`src/rtl/pwm_config_sequencer.sv`:
```
`default_nettype none
// ============================================================================
// Module   : pwm_config_sequencer
// Brief    : Avalon-MM PWM channel with shadow registers committed glitch-free
//            at period boundaries; drives the external divider exponent.
// Revision : 1.0
// ============================================================================
module pwm_config_sequencer #(
    parameter int CNT_WIDTH = 16
) (
    input  logic        clock_in,
    input  logic        reset_n,
    input  logic [1:0]  address,
    input  logic        write,
    input  logic [31:0] writedata,
    input  logic        read,
    output logic [31:0] readdata,
    output logic [7:0]  division_value,
    output logic        pwm_out,
    output logic        period_end,
    output logic        update_pending
);

    localparam logic [1:0] c_ADDR_CTRL   = 2'd0;
    localparam logic [1:0] c_ADDR_DIV    = 2'd1;
    localparam logic [1:0] c_ADDR_PERIOD = 2'd2;
    localparam logic [1:0] c_ADDR_DUTY   = 2'd3;
    localparam logic [7:0] c_DIV_MAX     = 8'd8;
    localparam logic [CNT_WIDTH-1:0] c_CNT_ONE = {{(CNT_WIDTH-1){1'b0}}, 1'b1};

    typedef enum logic [1:0] {
        ST_IDLE = 2'd0,
        ST_RUN  = 2'd1,
        ST_PEND = 2'd2
    } state_t;

    state_t                 r_state;
    state_t                 w_state_nxt;
    logic                   r_pend;
    logic                   r_pol;
    logic [7:0]             r_sh_div;
    logic [CNT_WIDTH-1:0]   r_sh_period;
    logic [CNT_WIDTH-1:0]   r_sh_duty;
    logic [7:0]             r_act_div;
    logic [CNT_WIDTH-1:0]   r_act_period;
    logic [CNT_WIDTH-1:0]   r_act_duty;
    logic [7:0]             r_presc;
    logic [CNT_WIDTH-1:0]   r_cnt;
    logic                   r_pwm;
    logic [31:0]            r_rdata;

    logic                   w_ctrl_wr;
    logic                   w_ctrl_en;
    logic                   w_ctrl_req;
    logic                   w_pend_nxt;
    logic                   w_commit;
    logic                   w_clr;
    logic                   w_tick;
    logic                   w_wrap;
    logic [7:0]             w_presc_max;
    logic [7:0]             w_presc_nxt;
    logic [CNT_WIDTH-1:0]   w_cnt_nxt;
    logic [CNT_WIDTH-1:0]   w_duty_nxt;
    logic                   w_pol_nxt;
    logic                   w_pwm_nxt;
    logic [7:0]             w_div_wdata;
    logic [31:0]            w_rd_mux;

    assign w_ctrl_wr  = write && (address == c_ADDR_CTRL);
    assign w_ctrl_en  = writedata[0];
    assign w_ctrl_req = w_ctrl_wr && writedata[1];

    // All-ones mask of width active_div; saturates to 0xFF at the maximum exponent of 8.
    assign w_presc_max = ~(8'hFF << r_act_div);
    assign w_tick      = (r_state != ST_IDLE) && (r_presc == w_presc_max);
    assign w_wrap      = w_tick && (r_cnt == r_act_period);

    assign w_div_wdata = (writedata[7:0] > c_DIV_MAX) ? c_DIV_MAX : writedata[7:0];

    generate
        if (CNT_WIDTH < 32) begin : g_unused_wdata
            logic w_unused_wdata;
            assign w_unused_wdata = ^writedata[31:CNT_WIDTH];
        end
    endgenerate

    always_ff @(posedge clock_in or negedge reset_n) begin
        if (!reset_n) begin
            r_state <= ST_IDLE;
        end else begin
            r_state <= w_state_nxt;
        end
    end

    always_comb begin
        w_state_nxt = r_state;
        w_pend_nxt  = r_pend;
        w_commit    = 1'b0;
        w_clr       = 1'b0;
        case (r_state)
            ST_IDLE: begin
                w_clr = 1'b1;
                if (r_pend) begin
                    w_commit   = 1'b1;
                    w_pend_nxt = 1'b0;
                end
                if (w_ctrl_wr && w_ctrl_en) begin
                    w_state_nxt = ST_RUN;
                    w_commit    = 1'b1;
                    w_pend_nxt  = 1'b0;
                end else if (w_ctrl_req) begin
                    w_pend_nxt = 1'b1;
                end
            end
            ST_RUN: begin
                if (w_ctrl_wr && !w_ctrl_en) begin
                    w_state_nxt = ST_IDLE;
                    w_clr       = 1'b1;
                    w_pend_nxt  = w_ctrl_req;
                end else if (w_ctrl_req) begin
                    // A wrap on this same edge is deliberately not used to serve the request.
                    w_state_nxt = ST_PEND;
                    w_pend_nxt  = 1'b1;
                end
            end
            ST_PEND: begin
                if (w_ctrl_wr && !w_ctrl_en) begin
                    w_state_nxt = ST_IDLE;
                    w_clr       = 1'b1;
                    w_pend_nxt  = 1'b1;
                end else if (w_wrap) begin
                    w_commit = 1'b1;
                    if (w_ctrl_req) begin
                        w_state_nxt = ST_PEND;
                        w_pend_nxt  = 1'b1;
                    end else begin
                        w_state_nxt = ST_RUN;
                        w_pend_nxt  = 1'b0;
                    end
                end
            end
            default: begin
                w_state_nxt = ST_IDLE;
                w_clr       = 1'b1;
                w_pend_nxt  = 1'b0;
            end
        endcase
    end

    always_comb begin
        w_presc_nxt = r_presc;
        w_cnt_nxt   = r_cnt;
        if (w_clr) begin
            w_presc_nxt = 8'd0;
            w_cnt_nxt   = '0;
        end else if (w_tick) begin
            w_presc_nxt = 8'd0;
            w_cnt_nxt   = w_wrap ? '0 : (r_cnt + c_CNT_ONE);
        end else begin
            w_presc_nxt = r_presc + 8'd1;
        end
    end

    // The output register is fed from next-state values so pwm_out always matches the live counter.
    assign w_pol_nxt  = w_ctrl_wr ? writedata[2] : r_pol;
    assign w_duty_nxt = w_commit ? r_sh_duty : r_act_duty;
    assign w_pwm_nxt  = (w_state_nxt == ST_IDLE) ? w_pol_nxt
                                                 : (w_pol_nxt ^ (w_cnt_nxt < w_duty_nxt));

    always_comb begin
        w_rd_mux = 32'd0;
        case (address)
            c_ADDR_CTRL:   w_rd_mux = {28'd0, r_pend, r_pol, 1'b0, (r_state != ST_IDLE)};
            c_ADDR_DIV:    w_rd_mux = {24'd0, r_sh_div};
            c_ADDR_PERIOD: w_rd_mux = 32'(r_sh_period);
            c_ADDR_DUTY:   w_rd_mux = 32'(r_sh_duty);
            default:       w_rd_mux = 32'd0;
        endcase
    end

    always_ff @(posedge clock_in or negedge reset_n) begin
        if (!reset_n) begin
            r_pend       <= 1'b0;
            r_pol        <= 1'b0;
            r_sh_div     <= 8'd0;
            r_sh_period  <= '0;
            r_sh_duty    <= '0;
            r_act_div    <= 8'd0;
            r_act_period <= '0;
            r_act_duty   <= '0;
            r_presc      <= 8'd0;
            r_cnt        <= '0;
            r_pwm        <= 1'b0;
            r_rdata      <= 32'd0;
        end else begin
            r_pend  <= w_pend_nxt;
            r_pol   <= w_pol_nxt;
            r_presc <= w_presc_nxt;
            r_cnt   <= w_cnt_nxt;
            r_pwm   <= w_pwm_nxt;
            r_rdata <= read ? w_rd_mux : 32'd0;
            if (w_commit) begin
                r_act_div    <= r_sh_div;
                r_act_period <= r_sh_period;
                r_act_duty   <= r_sh_duty;
            end
            if (write && (address == c_ADDR_DIV)) begin
                r_sh_div <= w_div_wdata;
            end
            if (write && (address == c_ADDR_PERIOD)) begin
                r_sh_period <= writedata[CNT_WIDTH-1:0];
            end
            if (write && (address == c_ADDR_DUTY)) begin
                r_sh_duty <= writedata[CNT_WIDTH-1:0];
            end
        end
    end

    assign readdata       = r_rdata;
    assign division_value = r_act_div;
    assign pwm_out        = r_pwm;
    assign period_end     = w_wrap;
    assign update_pending = r_pend;

endmodule
`default_nettype wire
```
`config.mk`:
```
export PLATFORM = sky130hd
export DESIGN_NAME = pwm_config_sequencer
export DESIGN_NICKNAME = d
export VERILOG_FILES = /design/src/rtl/pwm_config_sequencer.sv
export SDC_FILE = /design/constraint.sdc
export NUM_CORES = 1
export LEC_CHECK = 0
export BUFFER_PORTS_ARGS = -buffer_cell sky130_fd_sc_hd__buf_4
export CORE_ASPECT_RATIO = 1.4
export CORE_MARGIN = 3
export CORE_UTILIZATION = 45
export CTS_CLUSTER_DIAMETER = 200
export DETAILED_ROUTE_END_ITERATION = 10
export PLACE_DENSITY = 0.7
export REMOVE_ABC_BUFFERS = 1
export SLEW_MARGIN = 5
export SYNTH_ARGS = -nofsm -noshare
export SYNTH_HDL_FRONTEND = slang
export SYNTH_SLANG_ARGS = --single-unit
```
`constraint.sdc`:
```
create_clock -name clock_in -period 9.75 [get_ports clock_in]
set_input_delay 0.4875 -clock clock_in [delete_from_list [all_inputs] [get_ports clock_in]]
set_output_delay 0.4875 -clock clock_in [all_outputs]
set_load 0.005 [all_outputs]
```
=== Word level (Yosys, flattened, before mapping) ===
Index checks and enable logic that the tools add are counted.

* Bits of input ports: 38
* Flip-flop bits (word level): 141
* Logic and storage cells: 77
* Output and inout bits: 43

* Eq/ne operators: 9
* Bitwise operators: 2
* Add/subtract/negate cells: 2
* Reduce and logical (&&, ||, !) cells: 16
* $lt $le $gt $ge: 2
* Shifts and indexed selects: 1
* Muxes and demuxes: 32

{| class="wikitable"
|+ Operator list
! operator !! count
|-
| one-hot mux 32 bit (4 select lines) || 1
|-
| 2-to-1 mux 16 bit || 4
|-
| 2-to-1 mux 32 bit || 1
|-
| 2-to-1 mux 8 bit || 3
|-
| adder 16 x 1 -> 16 bit (second input constant) || 1
|-
| equality test 16 bit || 1
|-
| < comparator 16 bit || 1
|-
| 2-to-1 mux 1 bit || 14
|-
| 2-to-1 mux 2 bit || 6
|-
| logical AND 1 bit || 9
|-
| adder 8 x 1 -> 8 bit (second input constant) || 1
|-
| equality test 8 bit || 1
|-
| > comparator 8 x 4 -> 1 bit (second input constant) || 1
|-
| NOT 8 bit || 1
|-
| left shift 8 x 8 -> 8 bit (first input constant) || 1
|-
| equality test 2 bit (second input constant) || 3
|-
| zero test 2 bit || 3
|-
| != test 3 bit (second input constant) || 2
|-
| one-hot mux 2 bit (3 select lines) || 1
|-
| equality test 2 x 1 -> 1 bit (second input constant) || 2
|-
| one-hot mux 1 bit (3 select lines) || 1
|-
| one-hot mux 1 bit (2 select lines) || 1
|-
| AND reduction 2 bit || 1
|-
| nonzero test 2 bit || 1
|-
| other kinds (3) || 3
|}

=== Depth between registers and ports, before layout ===
Gate-level depths: netlist (run 1).

* Word-level depth: 12
* Gate-level depth with buffers: 20

=== Worst setup path after synthesis (run 1) ===
Ideal clock, no wire load.

* Kind: flip-flop to flip-flop
* Start: register r_act_div[5], in the netlist division_value[5]
* End: register r_pwm, in the netlist pwm_out
* Slack: 5626 ps
* Arrival time: 4002 ps
* Required time: 9627 ps
* Path buffers: 2
* Cell stages (with the launch flop): 20
* Path through: dfrtp_1 or3_1 buf_2 a2111oi_2 a31oi_1 nor4_4 nand3_2 nand3_1 clkbuf_1 nor2_1 ha_1 a21o_1 a21o_1 a21o_1 a21o_1 a21oi_1 nor2_1 a211oi_1 o221ai_2 xnor2_1

* Elaborated cells between the ends (all ways): 19

{| class="wikitable"
|+ RTL lines
! what !! line !! RTL
|-
| start: declaration || 44 || <nowiki>logic [7:0] r_act_div;</nowiki>
|-
| start signal: assignment || 203 || <nowiki>r_act_div <= r_sh_div;</nowiki>
|-
| left shift 8 x 8 -> 8 bit (*) || 74 || <nowiki>assign w_presc_max = ~(8'hFF << r_act_div);</nowiki>
|-
| NOT 8 bit (*) || 74 ||
|-
| equality test 8 bit (*) || 75 || <nowiki>assign w_tick = (r_state != ST_IDLE) && (r_presc == w_presc_max);</nowiki>
|-
| logical AND 1 bit (*) || 75 ||
|-
| logical AND 1 bit || 76 || <nowiki>assign w_wrap = w_tick && (r_cnt == r_act_period);</nowiki>
|-
| 2-to-1 mux 16 bit || 158 || <nowiki>w_cnt_nxt = w_wrap ? '0 : (r_cnt + c_CNT_ONE);</nowiki>
|-
| 2-to-1 mux 16 bit (*) || 156 || <nowiki>end else if (w_tick) begin</nowiki>
|-
| 2-to-1 mux 16 bit (*) || 153 || <nowiki>if (w_clr) begin</nowiki>
|-
| named net w_cnt_nxt[9] || 62 || <nowiki>logic [CNT_WIDTH-1:0] w_cnt_nxt;</nowiki>
|-
| < comparator 16 bit (*) || 168 || <nowiki>: (w_pol_nxt ^ (w_cnt_nxt < w_duty_nxt));</nowiki>
|-
| XOR 1 bit (*) || 168 ||
|-
| 2-to-1 mux 1 bit (*) || 167 || <nowiki>assign w_pwm_nxt = (w_state_nxt == ST_IDLE) ? w_pol_nxt</nowiki>
|-
| named net w_pwm_nxt || 65 || <nowiki>logic w_pwm_nxt;</nowiki>
|-
| end signal: assignment || 200 || <nowiki>r_pwm <= w_pwm_nxt;</nowiki>
|-
| end: declaration || 49 || <nowiki>logic r_pwm;</nowiki>
|}

The timed path passes the listed nets; every way through them passes the cells marked *.
A chain may end at the register's enable or synchronous reset.

=== Worst setup path after layout (run 1) ===
Same ends and word-level chain as after synthesis.

==> results of run 1 <==
[where the power goes]
part           total, uW  internal [uW]  switching [uW]  leakage, uW
registers            714            634            79.7      0.00159
clock network        617            405             212     0.000283
logic                488            236             252      0.00161
[critical path, cell delays in order (launching register included)]
cell and delay, ps:
dfrtp_1 400, or3_1 520, a2111oi_2 390, a31oi_1 120, nor4_4 440, nand3_2 210
nand3_1 540, nor2_1 170, ha_1 360, a21o_1 180, a21o_1 180, a21o_1 180
a21o_1 180, a21oi_1 140, nor2_1 60, a211oi_1 380, o221ai_2 180, xnor2_1 150
[area by class of cell]
| class | count | area (sq um) |
|---|---|---|
| inverters | 23 | 86.3 |
| flip-flops and latches | 125 | 3130 |
| clock inverters | 6 | 85.1 |
| multi-input cells | 356 | 2830 |
| fillers | 1158 | 6160 |
| repair buffers | 50 | 375 |
| well taps | 182 | 228 |
| clock buffers | 23 | 498 |
[through the flow]
stage / hold slack [ps] / total power [uW] / setup WS [ps]
4_1_cts: 131 / 1840 / 4750
3_3_place_gp: 478 / 1190 / 4760
3_5_place_dp: 481 / 1210 / 4670
6_report: 125 / 1820 / 4840
5_1_grt: 154 / 1920 / 4480
2_1_floorplan: 192 / 1060 / 3650
[synth_stat cells (4+ instances only)]
master	n
a21o_1	8
a21oi_1	11
a22o_1	4
a22oi_1	5
a31oi_1	4
and2_1	10
and3_1	10
buf_2	5
buf_4	16
clkbuf_1	11
dfrtp_1	125
ha_1	21
inv_1	23
mux2_2	61
mux2i_1	27
nand2_1	22
nand3_1	12
nand4_1	12
nor2_1	33
nor2b_1	7
nor3_1	4
nor4_1	5
o21ai_0	13
or3_1	5
xnor2_1	20
xor2_1	15
[flip-flops by register name, indices dropped and copies added (netlist names)]
signal	cells
r_sh_div	8
r_sh_duty	16
r_state	2
update_pending	1
r_presc	8
division_value	8
pwm_out	1
r_sh_period	16
r_pol	1
readdata	16
r_cnt	16
r_act_period	16
r_act_duty	16
[worst paths after layout]
kind / start / endpoint / cells past startpoint
max: division_value[5]$_DFFE_PN0P_ / pwm_out$_DFF_PN0_ / 17
min: reset_n / r_presc[3]$_DFF_PN0_ / 1
max reg2reg: division_value[5]$_DFFE_PN0P_ / pwm_out$_DFF_PN0_ / 17
min reg2reg: r_act_duty[11]$_DFF_PN0_ / r_act_duty[11]$_DFF_PN0_ / 2
max in group asynchronous: reset_n / r_cnt[7]$_DFF_PN0_ / 2
min in group clock_in: writedata[9] / r_sh_duty[9]$_DFFE_PN0P_ / 2
[routing by layer]
layer / GRT usage, % / vias up / share of wire [%]
met5: 0 / - / 0
met4: 7.19 / 0 / 1.2
met3: 4.39 / 14 / 4.0
met2: 33.9 / 102 / 54
met1: 20.2 / 2072 / 40
li1: - / 1917 / -
[logic make-up after synthesis]
| logic type | Yosys count |
|---|---|
| buffers and inverters | 58 |
| AOI/OAI and AO/OA | 59 |
| and+or+nand+nor | 134 |
| xor gates and xnor gates | 35 |
| adders and majority gates | 21 |
| muxes | 91 |
| other | 1 |
| DFF | 125 |
==> results.tsv, run 1 <==
stage	metric	value	unit
sta	clk_skew	6.87	ps
placed_design	IO Port Bufs	48	
clock_network	clock latency on the worst-skew pair	410	ps
drt	Vias per Instance	5.37	
synth	Synth Register Bits	125	
global_route	Total Routing Usage GR	18.2	%
finish	Area Overhead vs Synth	16.9	%
finish	commonest non-fill, non-tap cell in the layout	dfrtp_1	
clock_network	CTS Root Cell	clkbuf_16	
clock_network	Post-CTS Resized	0	
synth	top cell type's share of synthesized area	50.6	%
floorplanning	Die Y-Extent	145	um
synth	Syn. warnings	0	
global_route	vias in the first global route	4384	
clock_network	cts bufs inserted	17	
clock_network	H-tree Lvls	4	
power_and_ir_drop	P_leak	0.00348	uW
sta	setup TNS	0	ps
drt	Routed Antenna Nets	0	
synth	Post-Syn Area	6180	sq um
floorplanning	io pins	81	
drt	Pre-Repair DR Iteration Count	4	
synth	Post-Syn Instances	524	
sta	Final setup violation count	0	
placed_design	placed cell areas	6640	sq um
synth	Mapped Avg Cell Area	11.8	sq um
global_route	largest net degree at the start of global routing	72	
sta	Final min period	4910	ps
setup_path	Startpoint Class	flop	
finish	number of diodes	0	
setup_path	minimum setup slack among reg-to-reg paths	4840	ps
setup_path	Worst Setup End Kind	flop	
sta	Final Max Tran Viols	0	
drt	DR vias	4105	
sta	Final period util	50.3	%
drt	Remaining DRCs	0	
drt	drt initial violations	161	
sta	RSZ-0062 raised after global routing	no	
setup_path	crit path max fanout	15	
drt	Routed Wire Length	13200	um
global_route	initial antenna violation count	0	
synth	Post-Synth Simple-Gate Area	11.8	%
finish	most frequent cells in the layout	dfrtp_1, mux2_2, buf_4	
finish	Nets	632	
setup_path	crit path DAT	5200	ps
min_path	worst hold path class	in2async	
placed_design	placer congestion estimate	0.830	
status	outcome	finished, final reports clean	
power_and_ir_drop	worst vdd ir	0.143	mV
synth	Synth Area in XOR/XNOR	4.96	%
sta	max_slew headroom	27.1	%
sta	Slew @ Worst Pin	1090	ps
synth	register area share after synthesis	50.6	%
placed_design	dpl cells	736	
synth	largest family of logic cells by synthesized area	multiplexers	
clock_network	clk sink count	125	
drt	WL per Instance	17.3	um
floorplanning	Rows	50	
sta	Fmax	0.204	GHz
floorplanning	core area	13400	sq um
power_and_ir_drop	power density over the cells	252	nW/um^2
global_route	first-pass GRT wire length	21700	um
floorplanning	Die Wd	105	um
clock_network	Post-CTS Setup Bufs	0	
placed_design	dpl hpwl	9170	um
setup_path	WS Path Type	reg2reg	
finish	share of post-route cells with drive strength above 1	26.8	%
clock_network	clk buf depth	2	
synth	asr flop ratio synth	100	%
synth	post-synthesis mux area share	16.5	%
synth	Compound-Gate Fraction of Synth Area	7.00	%
synth	top_reg_cell synth	dfrtp_1	
clock_network	# hold bufs at CTS	0	
floorplanning	Die ar.	15200	sq um
clock_network	CTS tree	done	
finish	fin util	54.0	%
floorplanning	Initial Util	46.2	%
synth	Synth Area in Adders	4.25	%
synth	largest cells by area after synthesis	dfrtp_1, mux2_2, mux2i_1, ha_1, xnor2_1	
synth	largest area contributor in the synthesized netlist	dfrtp_1	
global_route	GRT overflow	0	
finish	post-route cell area	7230	sq um
setup_path	CP required	10040	ps
job	Max Cap Violations	0	
synth	number of synthesized flops with an enable pin	0	
finish	Non-Filler Instances	765	
sta	Final Hold Viols	0	
synth	post-synthesis cell type count	52	
clock_network	Reg clk slew, reported paths	50	ps
Note: power is estimated with default switching activity, not from simulation.
==> run 2: changes to the inputs <==
--- a/config.mk
+++ b/config.mk
@@ -11,7 +11,7 @@
 export CORE_UTILIZATION = 45
 export CTS_CLUSTER_DIAMETER = 200
 export DETAILED_ROUTE_END_ITERATION = 10
-export PLACE_DENSITY = 0.7
+export PLACE_DENSITY = 0.72
 export REMOVE_ABC_BUFFERS = 1
 export SLEW_MARGIN = 5
 export SYNTH_ARGS = -nofsm -noshare
==> constraint.sdc (replaced) <==
create_clock -name clock_in -period 4.5 [get_ports clock_in]
set_input_delay 0.225 -clock clock_in [delete_from_list [all_inputs] [get_ports clock_in]]
set_output_delay 0.225 -clock clock_in [all_outputs]
set_load 0.005 [all_outputs]
==> results.tsv, run 2 (same netlist as run 1, synthesis figures left out) <==
stage	metric	value	unit
floorplanning	core area	13400	sq um
finish	commonest non-fill, non-tap cell in the layout	dfrtp_1	
finish	register area	3130	sq um
floorplanning	io pins	81	
finish	fin util	55.3	%
global_route	vias in the first global route	4483	
floorplanning	Die Wd	105	um
setup_path	crit path DAT	4630	ps
drt	WL per Instance	17.4	um
drt	DR vias	4246	
finish	# fillers	1183	
finish	Area Overhead vs Synth	19.9	%
finish	most frequent cells in the layout	dfrtp_1, buf_4, mux2_2	
setup_path	WS Path Type	reg2reg	
drt	Vias per Instance	5.38	
status	outcome	finished, final reports clean	
sta	Final setup violation count	0	
sta	Final Max Tran Viols	0	
drt	Routed Wire Length	13800	um
floorplanning	Die ar.	15200	sq um
drt	Pre-Repair DR Iteration Count	6	
sta	setup ws final	193	ps
setup_path	FF-to-FF End	pwm_out$_DFF_PN0_	
min_path	hold depth	2	
placed_design	dpl hpwl	9840	um
job	Max Cap Violations	0	
setup_path	Startpoint Class	flop	
clock_network	clock latency on the worst-skew pair	410	ps
setup_path	crit path max fanout	5	
clock_network	CTS tree	done	
sta	Final period util	95.7	%
finish	Non-Filler Instances	789	
setup_path	R2R depth	19	
finish	Nets	653	
global_route	first-pass GRT wire length	22600	um
min_path	hold path startpoint	writedata[14]	
global_route	GRT overflow	0	
drt	drt initial violations	156	
clock_network	Post-CTS Setup Bufs	0	
placed_design	dpl cells	756	
global_route	Total Routing Usage GR	19.1	%
finish	multi-input gate area in the final layout	2870	sq um
sta	Slew @ Worst Pin	1080	ps
drt	Remaining DRCs	0	
floorplanning	Initial Util	46.2	%
clock_network	Reg clk slew, reported paths	60	ps
placed_design	DP Worst Slack	32.5	ps
clock_network	cts bufs inserted	17	
sta	Fmax	0.232	GHz
placed_design	placer congestion estimate	0.852	
floorplanning	Die Y-Extent	145	um
clock_network	clk buf depth	2	
clock_network	clk sink count	125	
sta	Final min period	4310	ps
setup_path	CP required	4820	ps
clock_network	H-tree Lvls	4	
min_path	Hold EP	r_sh_duty[14]$_DFFE_PN0P_	
setup_path	RR Startpoint	division_value[6]$_DFFE_PN0P_	
global_route	initial antenna violation count	0	
power_and_ir_drop	power density over the cells	538	nW/um^2
power_and_ir_drop	P_leak	0.00359	uW
clock_network	CTS Root Cell	clkbuf_16	
power_and_ir_drop	worst vdd ir	0.260	mV
finish	share of post-route cells with drive strength above 1	29.8	%
setup_path	minimum setup slack among reg-to-reg paths	190	ps
floorplanning	Rows	50	
placed_design	IO Port Bufs	48	
global_route	largest net degree at the start of global routing	79	
drt	Routed Antenna Nets	0	
min_path	worst hold path class	in2reg	
finish	number of diodes	0	
setup_path	Worst Setup End Kind	flop	
sta	RSZ-0062 raised after global routing	no	
sta	Final Hold Viols	0	
sta	clk_skew	8.00	ps
sta	max_slew headroom	28.1	%
## run 2: changes by cell type in the layout (fill, tap and decap cells not counted), moves of 2 or more
cell / before / now
clkinv_2: 2 / 6
clkbuf_1: 1 / 5
clkinvlp_4: 2 / 0
buf_4: 50 / 70
clkbuf_8: 5 / 2
## run 2: worst max path at each step
stage                                       start                 to  slack [ps]  cells after the start
floorplan           division_value[2]$_DFFE_PN0P_  pwm_out$_DFF_PN0_       -1560                     17
global placement    division_value[4]$_DFFE_PN0P_  pwm_out$_DFF_PN0_         170                     19
detailed placement  division_value[4]$_DFFE_PN0P_  pwm_out$_DFF_PN0_          30                     19
CTS                 division_value[4]$_DFFE_PN0P_  pwm_out$_DFF_PN0_          40                     19
global route        division_value[5]$_DFFE_PN0P_  pwm_out$_DFF_PN0_          10                     20
finish              division_value[6]$_DFFE_PN0P_  pwm_out$_DFF_PN0_         190                     19
## run 2: metrics by stage
stage	hold WS [ps]	power, uW	TNS, ps	area, sq um
6_report	50.0	3980	0	7410
5_1_grt	37.3	4220	0	7410
4_1_cts	34.0	4000	0	7370
3_5_place_dp	443	2670	0	6790
3_3_place_gp	425	2610	0	6790
2_1_floorplan	-70.6	2300	-1560	6030
## run 2: worst max-delay path: stages, from the launching register on
cell      delay (ps)
dfrtp_1          420
or4_4            580
nor4_4           240
nor3b_2           90
nor4_4           330
buf_4            190
a31oi_4          130
mux2_4           370
inv_1             60
ha_1             230
a21o_1           170
a21o_1           180
a21o_1           180
a21o_1           170
a21oi_1          150
nor2_1            70
a211oi_2         210
buf_4            150
o221ai_2          90
xnor2_1          210
## run 2: routing by layer
layer,wire (um),track usage (%),share of wire [%],vias up
met1,5500,21.6,40,2128
met4,366,8.43,2.7,0
met2,7370,34.8,54,119
li1,-,-,-,1967
met3,524,4.17,3.8,32
met5,0,0,0,-
## run 2: area by class of cell
cell class / count / area share [%]
sequential: 125 / 42.2
inverter: 23 / 1.17
timing repair buffer: 71 / 7.23
clock inverter: 8 / 1.22
tap: 182 / 3.07
multi-input combinational: 356 / 38.7
clock buffer: 24 / 6.37
## run 2: power breakdown
| part | total (uW) | switching, uW | internal [uW] |
|---|---|---|---|
| sequential | 1550 | 172 | 1370 |
| clock | 1310 | 468 | 838 |
| combinational | 1130 | 579 | 553 |
| total | 3980 | 1220 | 2760 |
## run 2: timing repair
item | CTS | global route
hold buffers | 1 | 0
pin swaps | 0 | 3
endpoints found under the setup margin | 1 | 1
hold endpoints to repair | 7 | 0
gates resized for setup | 1 | 8
